### config.mk
export PLATFORM = sky130hd
export DESIGN_NAME = tob_order_trigger
export DESIGN_NICKNAME = d
export VERILOG_FILES = /design/src/rtl/mde_pkg.sv /design/src/rtl/token_bucket.sv /design/src/rtl/tob_order_trigger.sv
export SDC_FILE = /design/constraint.sdc
export NUM_CORES = 1
export LEC_CHECK = 0
export ABC_AREA = 1
export CAP_MARGIN = 20
export CORE_UTILIZATION = 35
export DETAILED_ROUTE_END_ITERATION = 6
export PLACE_DENSITY = 0.65
export SLEW_MARGIN = 20
export SYNTH_ARGS = -nofsm -noshare
export SYNTH_HDL_FRONTEND = slang
export SYNTH_SLANG_ARGS = --single-unit
export TNS_END_PERCENT = 100
### constraint.sdc
create_clock -name clk_sys -period 10.2 [get_ports clk_sys]
set_clock_uncertainty 0.2 [all_clocks]
set_input_delay 1.02 -clock clk_sys [delete_from_list [all_inputs] [get_ports clk_sys]]
set_output_delay 1.02 -clock clk_sys [all_outputs]
set_load 0.02 [all_outputs]
### src/rtl/mde_pkg.sv
// ---------------------------------------------------------------------------
// mde_pkg
// Shared definitions for the top-of-book order trigger:
//   PRICE_W / QTY_W        widths of price and quantity fields
//   SIDE_BUY / SIDE_SELL   encoding of the order_side output
//   trig_state_e           trigger FSM states
//   tob_snap_t             captured top-of-book snapshot
// ---------------------------------------------------------------------------
package mde_pkg;

  localparam int PRICE_W = 32;
  localparam int QTY_W   = 32;

  localparam logic SIDE_BUY  = 1'b0;
  localparam logic SIDE_SELL = 1'b1;

  typedef enum logic [1:0] {
    IDLE,
    EVAL,
    EMIT,
    COOLDOWN
  } trig_state_e;

  typedef struct packed {
    logic [PRICE_W-1:0] bid_price;
    logic [QTY_W-1:0]   bid_qty;
    logic [PRICE_W-1:0] ask_price;
    logic [QTY_W-1:0]   ask_qty;
  } tob_snap_t;

endpackage

### src/rtl/token_bucket.sv
// ---------------------------------------------------------------------------
// token_bucket
// Rate limiter for order emission. A free-running refill counter adds one
// token every REFILL_CYCLES cycles (saturating at TOKENS_MAX); each accepted
// consume request removes one token.
// Ports:
//   clk_sys       system clock
//   rst           synchronous active-high reset (bucket full, counter 0)
//   consume       take one token this cycle (ignored when bucket is empty)
//   tokens_avail  current token count
//   token_ok      at least one token available
// ---------------------------------------------------------------------------
module token_bucket #(
  parameter int unsigned TOKENS_MAX    = 4,
  parameter int unsigned REFILL_CYCLES = 1000,
  parameter int unsigned TOK_W         = 3
) (
  input  logic             clk_sys,
  input  logic             rst,
  input  logic             consume,
  output logic [TOK_W-1:0] tokens_avail,
  output logic             token_ok
);

  localparam int RC_W = (REFILL_CYCLES > 1) ? $clog2(REFILL_CYCLES) : 1;
  localparam logic [RC_W-1:0]  RC_LAST  = RC_W'(REFILL_CYCLES - 1);
  localparam logic [TOK_W-1:0] TOK_FULL = TOK_W'(TOKENS_MAX);

  logic [RC_W-1:0]  refill_cnt_q, refill_cnt_d;
  logic [TOK_W-1:0] tokens_q, tokens_d;
  logic             refill;
  logic             take;

  assign token_ok     = (tokens_q != '0);
  assign tokens_avail = tokens_q;

  // NOTE: every signal assigned in always_comb gets a default at the top,
  // so no path can leave it unassigned and infer a latch.
  always_comb begin
    refill       = (refill_cnt_q == RC_LAST);
    refill_cnt_d = refill ? '0 : refill_cnt_q + RC_W'(1);
    take         = consume && token_ok;
    tokens_d     = tokens_q;
    // Refill and consume together cancel out, which also keeps a full
    // bucket full instead of saturating the refill and then dropping one.
    if (refill && !take && (tokens_q < TOK_FULL)) begin
      tokens_d = tokens_q + TOK_W'(1);
    end else if (take && !refill) begin
      tokens_d = tokens_q - TOK_W'(1);
    end
  end

  // NOTE: sequential state uses non-blocking assignments so every register
  // samples its inputs from the same pre-edge values.
  always_ff @(posedge clk_sys) begin
    if (rst) begin
      refill_cnt_q <= '0;
      tokens_q     <= TOK_FULL;
    end else begin
      refill_cnt_q <= refill_cnt_d;
      tokens_q     <= tokens_d;
    end
  end

endmodule

### src/rtl/tob_order_trigger.sv
// ---------------------------------------------------------------------------
// tob_order_trigger
// Watches top-of-book updates, detects a bid/ask quantity imbalance on a
// tight, uncrossed book and issues one order at a time on a valid/ready
// interface. Orders are rate limited by a token bucket and followed by a
// fixed cooldown. Statistics counters track accepted, dropped and crossed
// events.
// Ports:
//   clk_sys, rst                   clock, synchronous active-high reset
//   arm                            enable for new orders
//   best_bid_price/qty,
//   best_ask_price/qty, tob_valid  top-of-book update (one-cycle pulse)
//   order_valid/ready              order request handshake
//   order_side/price/qty/id        order fields (held while order_valid)
//   trigger_count                  accepted orders
//   drop_count                     qualifying signals that were suppressed
//   crossed_count                  evaluated updates with bid >= ask
//   tokens_avail                   current rate-limiter tokens
// ---------------------------------------------------------------------------
module tob_order_trigger
  import mde_pkg::*;
#(
  parameter int unsigned IMB_SHIFT       = 1,
  parameter int unsigned MAX_SPREAD      = 4,
  parameter int unsigned MAX_ORDER_QTY   = 100,
  parameter int unsigned TOKENS_MAX      = 4,
  parameter int unsigned REFILL_CYCLES   = 1000,
  parameter int unsigned COOLDOWN_CYCLES = 8
) (
  input  logic               clk_sys,
  input  logic               rst,
  input  logic               arm,
  input  logic [PRICE_W-1:0] best_bid_price,
  input  logic [QTY_W-1:0]   best_bid_qty,
  input  logic [PRICE_W-1:0] best_ask_price,
  input  logic [QTY_W-1:0]   best_ask_qty,
  input  logic               tob_valid,
  output logic               order_valid,
  input  logic               order_ready,
  output logic               order_side,
  output logic [PRICE_W-1:0] order_price,
  output logic [QTY_W-1:0]   order_qty,
  output logic [31:0]        order_id,
  output logic [31:0]        trigger_count,
  output logic [31:0]        drop_count,
  output logic [31:0]        crossed_count,
  output logic [2:0]         tokens_avail
);

  // Imbalance compares are widened so the shifted quantity never truncates.
  localparam int CMP_W = QTY_W + IMB_SHIFT;
  localparam int CD_W  = (COOLDOWN_CYCLES > 1) ? $clog2(COOLDOWN_CYCLES) : 1;
  localparam logic [CD_W-1:0]    CD_LAST    = CD_W'(COOLDOWN_CYCLES - 1);
  localparam logic [PRICE_W-1:0] SPREAD_LIM = PRICE_W'(MAX_SPREAD);
  localparam logic [QTY_W-1:0]   QTY_CLAMP  = QTY_W'(MAX_ORDER_QTY);

  trig_state_e state_q, state_d;
  tob_snap_t   snap_q;

  logic               order_valid_q;
  logic               order_side_q;
  logic [PRICE_W-1:0] order_price_q;
  logic [QTY_W-1:0]   order_qty_q;
  logic [31:0]        order_id_q;
  logic [31:0]        trigger_count_q;
  logic [31:0]        drop_count_q;
  logic [31:0]        crossed_count_q;
  logic [CD_W-1:0]    cool_cnt_q, cool_cnt_d;

  // Evaluation of the captured snapshot.
  logic [CMP_W-1:0]   bid_qty_w, ask_qty_w, bid_qty_sh, ask_qty_sh;
  logic [PRICE_W-1:0] spread;
  logic               is_crossed;
  logic               qualified;
  logic               buy_sig, sell_sig, has_signal;
  logic               sig_side;
  logic [PRICE_W-1:0] sig_price;
  logic [QTY_W-1:0]   sig_src_qty, sig_qty;

  // FSM decodes.
  logic capture, fire, drop, crossed_inc, handshake, cool_done;
  logic token_ok;

  always_comb begin
    bid_qty_w   = CMP_W'(snap_q.bid_qty);
    ask_qty_w   = CMP_W'(snap_q.ask_qty);
    bid_qty_sh  = bid_qty_w << IMB_SHIFT;
    ask_qty_sh  = ask_qty_w << IMB_SHIFT;
    is_crossed  = (snap_q.bid_price >= snap_q.ask_price);
    // Only meaningful when the book is not crossed; qualified masks it.
    spread      = snap_q.ask_price - snap_q.bid_price;
    qualified   = !is_crossed && (snap_q.bid_qty != '0) &&
                  (snap_q.ask_qty != '0) && (spread <= SPREAD_LIM);
    buy_sig     = (bid_qty_w > ask_qty_sh);
    sell_sig    = (ask_qty_w > bid_qty_sh);
    has_signal  = qualified && (buy_sig || sell_sig);
    // BUY lifts the offer, SELL hits the bid; size is capped by the
    // quantity resting on the side being taken.
    sig_side    = buy_sig ? SIDE_BUY : SIDE_SELL;
    sig_price   = buy_sig ? snap_q.ask_price : snap_q.bid_price;
    sig_src_qty = buy_sig ? snap_q.ask_qty : snap_q.bid_qty;
    sig_qty     = (sig_src_qty > QTY_CLAMP) ? QTY_CLAMP : sig_src_qty;
  end

  // State register.
  always_ff @(posedge clk_sys) begin
    if (rst) begin
      state_q <= IDLE;
    end else begin
      state_q <= state_d;
    end
  end

  // Next-state logic.
  always_comb begin
    state_d = state_q;
    unique case (state_q)
      IDLE:     if (tob_valid) state_d = EVAL;
      EVAL:     state_d = (has_signal && arm && token_ok) ? EMIT : IDLE;
      EMIT:     if (order_ready) state_d = COOLDOWN;
      COOLDOWN: if (cool_done) state_d = IDLE;
      default:  state_d = IDLE;
    endcase
  end

  // Output / control decodes.
  always_comb begin
    capture     = (state_q == IDLE) && tob_valid;
    fire        = (state_q == EVAL) && has_signal && arm && token_ok;
    drop        = (state_q == EVAL) && has_signal && !(arm && token_ok);
    crossed_inc = (state_q == EVAL) && is_crossed;
    handshake   = (state_q == EMIT) && order_valid_q && order_ready;
    cool_done   = (state_q == COOLDOWN) && (cool_cnt_q == CD_LAST);
    cool_cnt_d  = (state_q == COOLDOWN) ? cool_cnt_q + CD_W'(1) : '0;
  end

  // NOTE: the snapshot is pure datapath, always written before EVAL reads
  // it, so it carries no reset; control and visible outputs are reset.
  always_ff @(posedge clk_sys) begin
    if (capture) begin
      snap_q.bid_price <= best_bid_price;
      snap_q.bid_qty   <= best_bid_qty;
      snap_q.ask_price <= best_ask_price;
      snap_q.ask_qty   <= best_ask_qty;
    end
  end

  always_ff @(posedge clk_sys) begin
    if (rst) begin
      order_valid_q   <= 1'b0;
      order_side_q    <= SIDE_BUY;
      order_price_q   <= '0;
      order_qty_q     <= '0;
      order_id_q      <= '0;
      trigger_count_q <= '0;
      drop_count_q    <= '0;
      crossed_count_q <= '0;
      cool_cnt_q      <= '0;
    end else begin
      cool_cnt_q <= cool_cnt_d;
      if (fire) begin
        order_valid_q <= 1'b1;
        order_side_q  <= sig_side;
        order_price_q <= sig_price;
        order_qty_q   <= sig_qty;
      end else if (handshake) begin
        order_valid_q <= 1'b0;
      end
      // order_id names the pending order, so it advances only once that
      // order has been accepted downstream.
      if (handshake) begin
        order_id_q      <= order_id_q + 32'd1;
        trigger_count_q <= trigger_count_q + 32'd1;
      end
      if (drop)        drop_count_q    <= drop_count_q + 32'd1;
      if (crossed_inc) crossed_count_q <= crossed_count_q + 32'd1;
    end
  end

  token_bucket #(
    .TOKENS_MAX   (TOKENS_MAX),
    .REFILL_CYCLES(REFILL_CYCLES),
    .TOK_W        (3)
  ) u_token_bucket (
    .clk_sys     (clk_sys),
    .rst         (rst),
    .consume     (fire),
    .tokens_avail(tokens_avail),
    .token_ok    (token_ok)
  );

  assign order_valid   = order_valid_q;
  assign order_side    = order_side_q;
  assign order_price   = order_price_q;
  assign order_qty     = order_qty_q;
  assign order_id      = order_id_q;
  assign trigger_count = trigger_count_q;
  assign drop_count    = drop_count_q;
  assign crossed_count = crossed_count_q;

endmodule

==> results.toml, run 1 <==
[setup_path]
cpPeakStageDelay_ns = 0.63
cp-startpoint = "ask_qty_sh[24]"
start_kind = "register"
r2r.worst_path.cells = 16
worst_setup_path_end_kind = "register"
path_max_fanout = 64
cpMaxStageDelayCell = "buf_4"
critical_path_required_ns = 10.49
r2r_start = "ask_qty_sh[24]"
crit_top_cell = "nand2_1"
cp_cell_sequence = "inv_1 > ha_1 > nand2_1 > nor2_1 > nand4_1 > nor3_1 > nand2_1 > nand2_2 > buf_4 > nand2_1 > nand4_1 > buf_4 > nand2_1 > inv_1 > nor2_1 > nor2_1"
crit_type = "register to register"
crit_arrival_ns = 4.67

[routing]
wl_per_cell_um = 15.3
drc = 0
wirelength_um = 55600
vias = 17690
drt_pass1_iterations = 5
viasPerCell = 4.85
postRouteAntennaNets = 0
drtIter0Drc = 1260

[synthesis]
ys_types = 53
syn_inst = 2592
synth_top_cell_by_area = "dfxtp_1"
synth.top_cell.area_share_pct = 22.2
ys_ff_latch = 340
yosysSeqAreaShare_pct = 42.3
yosysWarnings = 0
synthesis.area_per_instance_um2 = 7.37
ys_top_cells_by_area = "dfxtp_1 22%, edfxtp_1 20%, nand2_1 12%, inv_1 7.1%, nor2_1 6.9%"
synth_edf_count = 128
netlist_area_um2 = 19100
ys_async_sr_fraction_pct = 0
synthFlopType = "dfxtp_1"
syn-num-nets = 2827

[timing]
max_freq_mhz = 228
post-route-period-util_pct = 43.0
setup_viol = 0
slew_viol_final = 0
min_period_ns = 4.38
finalSetupTns_ns = 0
final-hold-violation-count = 0
timing.final.ws_setup_ns = 5.82
relSlewSlack_pct = 36.6
whs_ns = 0.229
rsz0062_at_grt = "false"
tightest_slew_ns = 0.951

[place]
port_buffers = 329
pre_cts_ws_ns = 5.95
dp_hpwl_um = 42200
globalplace.congestion = 0.932

[grt]
grt_use_met2_pct = 32.2
grt_pass1_vias = 16661
grt_usage_pct = 19.9
grt_pass1_wl_um = 89500
top_usage_layer = "met2"
antenna_found_initial = 4
gr-total-overflow = 0
use_met1_pct = 26.4
grtUsageMet3_pct = 4.51
grt_max_degree = 76

[hold_path]
hold_path.class = "register to register"
timing.hold.worst_path_depth = 1
holdCritStartpoint = "cool_cnt_q[0]"

[cts]
insertion_delay_ns = 0.56
cts_made_buffers = 40
postCtsHoldBufs = 0
post_cts_buffers = 0
cts_buffer_depth = 3
cts_resized = 0
cts_tree = "done"
cts_root_buf = "clkbuf_16"
htreeDepth = 2
clock_sinks = 340
clk_pin_slew_ns = 0.06

[final_layout]
area_delta_synth_final_pct = 27.4
layout.cells.most_common = "nand2_1"
drive_gt1_share_pct = 4.41
fin_nets = 3151
final_cell_mix = "628 x nand2_1, 361 x inv_1, 350 x nor2_1, 328 x clkdlybuf4s50_1, 212 x dfxtp_1"

[floorplan]
die-area_um2 = 55500
io_pins = 330
die_width_um = 236
num_rows = 85
coreArea_um2 = 53900
die_h_um = 236
initial_core_util_pct = 35.4

[run]
maxCapViolations = 0

[power]
powerDensity_nw_per_um2 = 147
p_leak_uw = 0.00984
ir_worst_vdd_uv = 142

[status]
status = "finished clean"
## routing by layer
layer,vias up,part of all wire (%)
met2,463,46
met3,88,6.6
met4,4,2.3
met5,-,0.047
li1,9122,-
met1,8013,46
## per-stage QoR
| stage | utilization (%) | total power [uW] | instance area [um^2] | instances |
|---|---|---|---|---|
| final | 45.1 | 3570 | 24300 | 3644 |
| after global routing | 45.1 | 3760 | 24300 | 3644 |
| after CTS | 45.1 | 3610 | 24300 | 3643 |
| after detailed placement | 42.8 | 2190 | 23100 | 3570 |
| after global placement | 42.8 | 2180 | 23100 | 3570 |
| after floorplan | - | 1980 | 19100 | 2592 |
## synthesized netlist by cell type, types with 9 or more instances
cell type  number
inv_1         362
nand3_1        99
nor2_1        350
xor2_1         39
o21a_1         11
nand2_2        14
buf_2          13
nand2_1       628
o21ai_1        41
nand3b_1       10
nand4_1        78
nor3_1         88
o21ai_0       109
buf_6           9
xnor2_1        13
a21oi_1       145
nor4_1         26
dfxtp_1       212
edfxtp_1      128
ha_1          101
nor2_2          9
clkbuf_1       33
## worst paths after layout
check | endpoint | slack (ns)
max | order_qty[1] | 5.82
min | cool_cnt_q[0] | 0.23
max reg2reg | order_qty[1] | 5.82
min reg2reg | cool_cnt_q[0] | 0.23
## report_power, final
group / total, uW / switching (uW) / internal [uW]
clock: 1410 / 584 / 826
sequential: 1520 / 37.5 / 1480
combinational: 643 / 418 / 225
## worst max-delay path: cells and delay by family (launching register included)
family                   cells  cell delay, ns
adder cells (fa/ha/maj)      1            0.29
buffers and inverters        4            1.23
flip-flops                   1            0.41
AND/OR/NAND/NOR             11            2.06
## sequential cells by signal (all words and copies together), names as in the netlist, 32 cells and up, named ones only
signal	count
snap_q	64
ask_qty_sh	32
bid_qty_sh	32
crossed_count	32
drop_count	32
order_id	32
order_price	32
order_qty	32
trigger_count	32
## area by class of cell
type | count | area (um^2)
inverters | 373 | 1400
well taps | 696 | 871
clock buffers | 54 | 1080
multi-input cells | 1822 | 9340
clock inverters | 19 | 195
repair buffers | 339 | 3370
fillers | 5367 | 29600
diodes | 1 | 2.50
flip-flops and latches | 340 | 8090
## kinds of logic (layout without fill, tap and decap cells)
logic type	count (synthesis)	in the layout	synth area share (%)
compound gates	336	336	9.50
xor+xnor	52	52	2.38
fa+ha+maj	102	102	6.72
buf+inv	430	785	8.88
flops	340	340	42.3
other cells	0	1	0
simple gates	1332	1332	30.2
Note: power is estimated with default switching activity, not from simulation.
==> inputs of run 2 (changes only) <==
Clock period 10.2 ns to 3.6 ns, I/O delays scaled along.
==> results.toml, run 2 (synthesis results as in run 1) <==
[final_layout]
final_cell_mix = "607 x nand2_1, 355 x inv_1, 341 x nor2_1, 328 x clkdlybuf4s50_1, 212 x dfxtp_1"
fillerInstances = 5259
top_register = "snap_q"
postLayoutCoreUtil_pct = 47.1
area_delta_synth_final_pct = 33.0
layout.cells.most_common = "nand2_1"
largest_reg_flops = 64
drive_gt1_share_pct = 9.04
diodes = 0
fin_nets = 3216
final_cells = 3705

[floorplan]
die_width_um = 236
die-area_um2 = 55500
coreArea_um2 = 53900
num_rows = 85
initial_core_util_pct = 35.4
io_pins = 330
die_h_um = 236

[place]
dp.cells = 3614
port_buffers = 329
globalplace.congestion = 0.954
dp_hpwl_um = 43800

[routing]
vias = 17941
drtIter0Drc = 1170
wirelength_um = 57700
viasPerCell = 4.84
drc = 0
postRouteAntennaNets = 0
wl_per_cell_um = 15.6
drt_pass1_iterations = 7

[setup_path]
reg2reg_slack_ns = 0.17
cpPeakStageDelay_ns = 0.47
path_max_fanout = 5
cp_num_buf_inv = 1
crit_type = "register to register"
worst_setup_path_end_kind = "register"
r2r.worst_path.cells = 17
crit_top_cell = "nand2_1"
start_kind = "register"
r2r_start = "snap_q[39]"
critical-path-top-delay-family = "simple AND/OR/NAND/NOR gates"
crit_arrival_ns = 3.69
r2r_end = "u_token_bucket.tokens_avail[1]"
cpMaxStageDelayCell = "fa_1"
cp_cell_sequence = "ha_4 > nand2_1 > nand2_1 > a21oi_4 > o21ai_0 > nand2_1 > nand4_1 > nand2_1 > nor2_2 > nand4_1 > nor2_2 > nand4_1 > nand3_1 > inv_1 > fa_1 > a21boi_1 > nor2_1"
critical_path_required_ns = 3.86

[cts]
cts_made_buffers = 41
insertion_delay_ns = 0.56
clk_pin_slew_ns = 0.06
clock_sinks = 340
cts_tree = "done"
htreeDepth = 2
cts_root_buf = "clkbuf_16"
cts_buffer_depth = 3

[grt]
grt_max_degree = 74
grt_pass1_vias = 16894
gr-total-overflow = 0
grt_usage_pct = 20.3
antenna_found_initial = 1
grt_pass1_wl_um = 90900

[power]
powerDensity_nw_per_um2 = 415
p_leak_uw = 0.0102
power_uw = 10600
ir_worst_vdd_uv = 344

[timing]
final-hold-violation-count = 0
relSlewSlack_pct = 39.2
slew_viol_final = 0
post-route-period-util_pct = 95.3
tightest_slew_ns = 0.913
setup_viol = 0
rsz0062_at_grt = "true"
finalSetupTns_ns = 0
min_period_ns = 3.43
max_freq_mhz = 291

[hold_path]
timing.hold.worst_path_depth = 1
hold_path.class = "primary input to register"
holdCritStartpoint = "best_bid_price[2]"
hold_path_end = "snap_q[98]"

[status]
status = "finished clean"

[run]
maxCapViolations = 0
[run 2: worst max path at each step]
| stage | from | endpoint | cells after the start |
|---|---|---|---|
| 2_1_floorplan | tob_valid | ask_qty_sh[10] | 2 |
| 3_3_place_gp | snap_q[42] | u_token_bucket.tokens_avail[1] | 19 |
| 3_5_place_dp | snap_q[42] | order_price[2] | 18 |
| 4_1_cts | snap_q[42] | u_token_bucket.tokens_avail[1] | 19 |
| 5_1_grt | snap_q[39] | u_token_bucket.tokens_avail[2] | 23 |
| 6_report | snap_q[39] | u_token_bucket.tokens_avail[1] | 17 |
[run 2: layer usage]
metal,track usage (%),share of wire (%),vias up
met5,0,0.019,-
met4,6.50,2.5,2
met3,3.42,5.7,86
li1,-,-,9269
met1,27.2,46,8120
met2,33.3,46,464
[run 2: worst reg2reg max path, delay by kind of cell (launching register included)]
kind            cells  cell delay, ns
compound gates      3            0.57
fa+ha+maj           2            0.80
buf+inv             1            0.06
simple gates       11            1.26
flops               1            0.44
[run 2: what timing repair did]
| item | CTS | global route |
|---|---|---|
| resized for setup | 1 | 101 |
| setup buffers | 0 | 19 |
| pin swaps | 0 | 30 |
| setup endpoints to repair | 1 | 93 |
| endpoints found under the hold margin | 4 | 0 |
| hold buffers | 1 | 0 |
[run 2: area by class of cell]
| type | instances | area [um^2] | area share (%) |
|---|---|---|---|
| Clock buffer | 56 | 1140 | 4.50 |
| Clock inverter | 15 | 168 | 0.660 |
| Inverter | 373 | 1410 | 5.56 |
| Multi-Input combinational cell | 1822 | 9830 | 38.7 |
| Sequential cell | 340 | 8090 | 31.8 |
| Tap cell | 696 | 871 | 3.43 |
| Timing Repair Buffer | 403 | 3910 | 15.4 |
[run 2: where the power goes]
part | internal [uW] | leakage [uW] | switching, uW
Combinational | 824 | 0.00667 | 1290
Clock | 2440 | 0.000635 | 1680
Sequential | 4190 | 0.00292 | 121
[run 2: through the flow]
step | hold WS (ns) | cell area (um^2) | setup slack, ns
after CTS | 0.112 | 24800 | 0.0366
after detailed placement | 0.225 | 23400 | 0.0379
after floorplan | 0.199 | 19100 | -0.483
after global routing | 0.124 | 25400 | -0.0681
final | 0.151 | 25400 | 0.168
after global placement | 0.213 | 23400 | 0.0293
==> inputs of run 3 (changes only) <==
Settings changed: CTS_CLUSTER_DIAMETER from default to 40.
==> results.toml, run 3 (synthesis results as in run 1) <==
[routing]
postRouteAntennaNets = 0
wirelength_um = 57600
drtIter0Drc = 1277
viasPerCell = 4.83
vias = 18006
wl_per_cell_um = 15.4
drc = 0
drt_pass1_iterations = 5

[place]
placed_area_um2 = 23400
globalplace.congestion = 0.954
pre_cts_ws_ns = 0.0379
dp.cells = 3614
port_buffers = 329
dp_hpwl_um = 43800

[timing]
min_period_ns = 3.41
setup_viol = 0
slew_viol_final = 0
final-hold-violation-count = 0
timing.final.ws_setup_ns = 0.193
post-route-period-util_pct = 94.6
tightest_slew_ns = 0.898
max_freq_mhz = 294
relSlewSlack_pct = 40.1
finalSetupTns_ns = 0

[power]
powerDensity_nw_per_um2 = 463
power_uw = 12100
p_leak_uw = 0.0105
ir_worst_vdd_uv = 390

[floorplan]
initial_core_util_pct = 35.4
die_h_um = 236
num_rows = 85
coreArea_um2 = 53900
die_width_um = 236
die-area_um2 = 55500
io_pins = 330

[final_layout]
drive_gt1_share_pct = 9.66
top_register = "snap_q"
diodes = 0
fin_nets = 3221
final_cell_mix = "613 x nand2_1, 357 x inv_1, 342 x nor2_1, 328 x clkdlybuf4s50_1, 212 x dfxtp_1"
layout.cells.most_common = "nand2_1"
area_delta_synth_final_pct = 36.3
largest_reg_flops = 64
final_area_um2 = 26000
final_cells = 3729
fillerInstances = 5203

[setup_path]
r2r.worst_path.cells = 19
critical-path-top-delay-family = "simple AND/OR/NAND/NOR gates"
crit_arrival_ns = 3.71
crit_type = "register to register"
cpMaxStageDelayCell = "fa_1"
critical_path_required_ns = 3.90
r2r_end = "u_token_bucket.tokens_avail[1]"
cp_num_buf_inv = 2
worst_setup_path_end_kind = "register"
start_kind = "register"
reg2reg_slack_ns = 0.19
path_max_fanout = 4
r2r_start = "snap_q[42]"
cpPeakStageDelay_ns = 0.47
cp_cell_sequence = "ha_4 > nand2_2 > inv_2 > nand2_4 > nor3_4 > nand2_2 > nand2_2 > nand2_1 > nand2_1 > nand2_1 > nor3_2 > nand4_1 > nor2_2 > nand4_1 > nand3_1 > inv_1 > fa_1 > a21boi_1 > nor2_1"

[status]
status = "finished clean"

[cts]
cts_root_buf = "clkbuf_16"
clock_sinks = 340
cts_buffer_depth = 3
cts_made_buffers = 55
clk_pin_slew_ns = 0.06
insertion_delay_ns = 0.60
htreeDepth = 2
cts_tree = "done"

[hold_path]
hold_path.class = "primary input to register"
timing.hold.worst_path_depth = 1
hold_path_end = "ask_qty_sh[4]"
holdCritStartpoint = "best_ask_qty[3]"

[grt]
grt_pass1_wl_um = 91100
grt_max_degree = 74
grt_pass1_vias = 17041
gr-total-overflow = 0
antenna_found_initial = 1
grt_usage_pct = 20.3

[run]
maxCapViolations = 0
==> run 3: timing repair <==
action                     in CTS  in global routing
buffers inserted                0                 10
gates resized for setup         1                 93
pin swaps                       0                 18
hold buffers                    1                  0
setup endpoints to repair       2                 91
hold endpoints to repair       29                  0
==> run 3: where the power goes <==
part / switching [uW] / leakage [uW] / internal (uW)
combinational: 1280 / 0.00662 / 815
sequential: 124 / 0.00292 / 4190
clock: 2110 / 0.000974 / 3550
total: 3510 / 0.0105 / 8560
==> run 3: routing by layer <==
metal,share of wire (%),GRT usage [%],wire (um),vias to the layer above
met3,5.8,4.22,3360,89
met4,2.4,6.02,1400,2
met5,0.019,0,11,-
met2,46,33.0,26500,468
met1,46,27.0,26300,8151
li1,-,-,-,9296
==> run 3: how the worst max path moves through the flow <==
| stage | startpoint | to | slack [ns] | cells past startpoint |
|---|---|---|---|---|
| after global routing | snap_q[58] | u_token_bucket.tokens_avail[2] | -0.05 | 20 |
| after detailed placement | snap_q[42] | order_price[2] | 0.04 | 18 |
| final | snap_q[42] | u_token_bucket.tokens_avail[1] | 0.19 | 19 |
| after global placement | snap_q[42] | u_token_bucket.tokens_avail[1] | 0.03 | 19 |
| after floorplan | tob_valid | ask_qty_sh[10] | -0.48 | 2 |
| after CTS | snap_q[42] | u_token_bucket.tokens_avail[1] | 0.04 | 19 |
==> run 3: area by class of cell <==
type	count	area [um^2]	area share (%)
multi-input combinational	1822	9840	37.8
sequential	340	8090	31.1
timing repair buffer	394	3830	14.7
clock buffer	62	1440	5.54
inverter	373	1410	5.43
tap	696	871	3.34
clock inverter	42	553	2.12
==> run 3: through the flow <==
step | hold slack [ns] | util, %
2_1_floorplan | 0.199 | -
3_3_place_gp | 0.213 | 43.5
3_5_place_dp | 0.225 | 43.5
4_1_cts | 0.0737 | 47.2
5_1_grt | 0.0813 | 48.3
6_report | 0.111 | 48.3
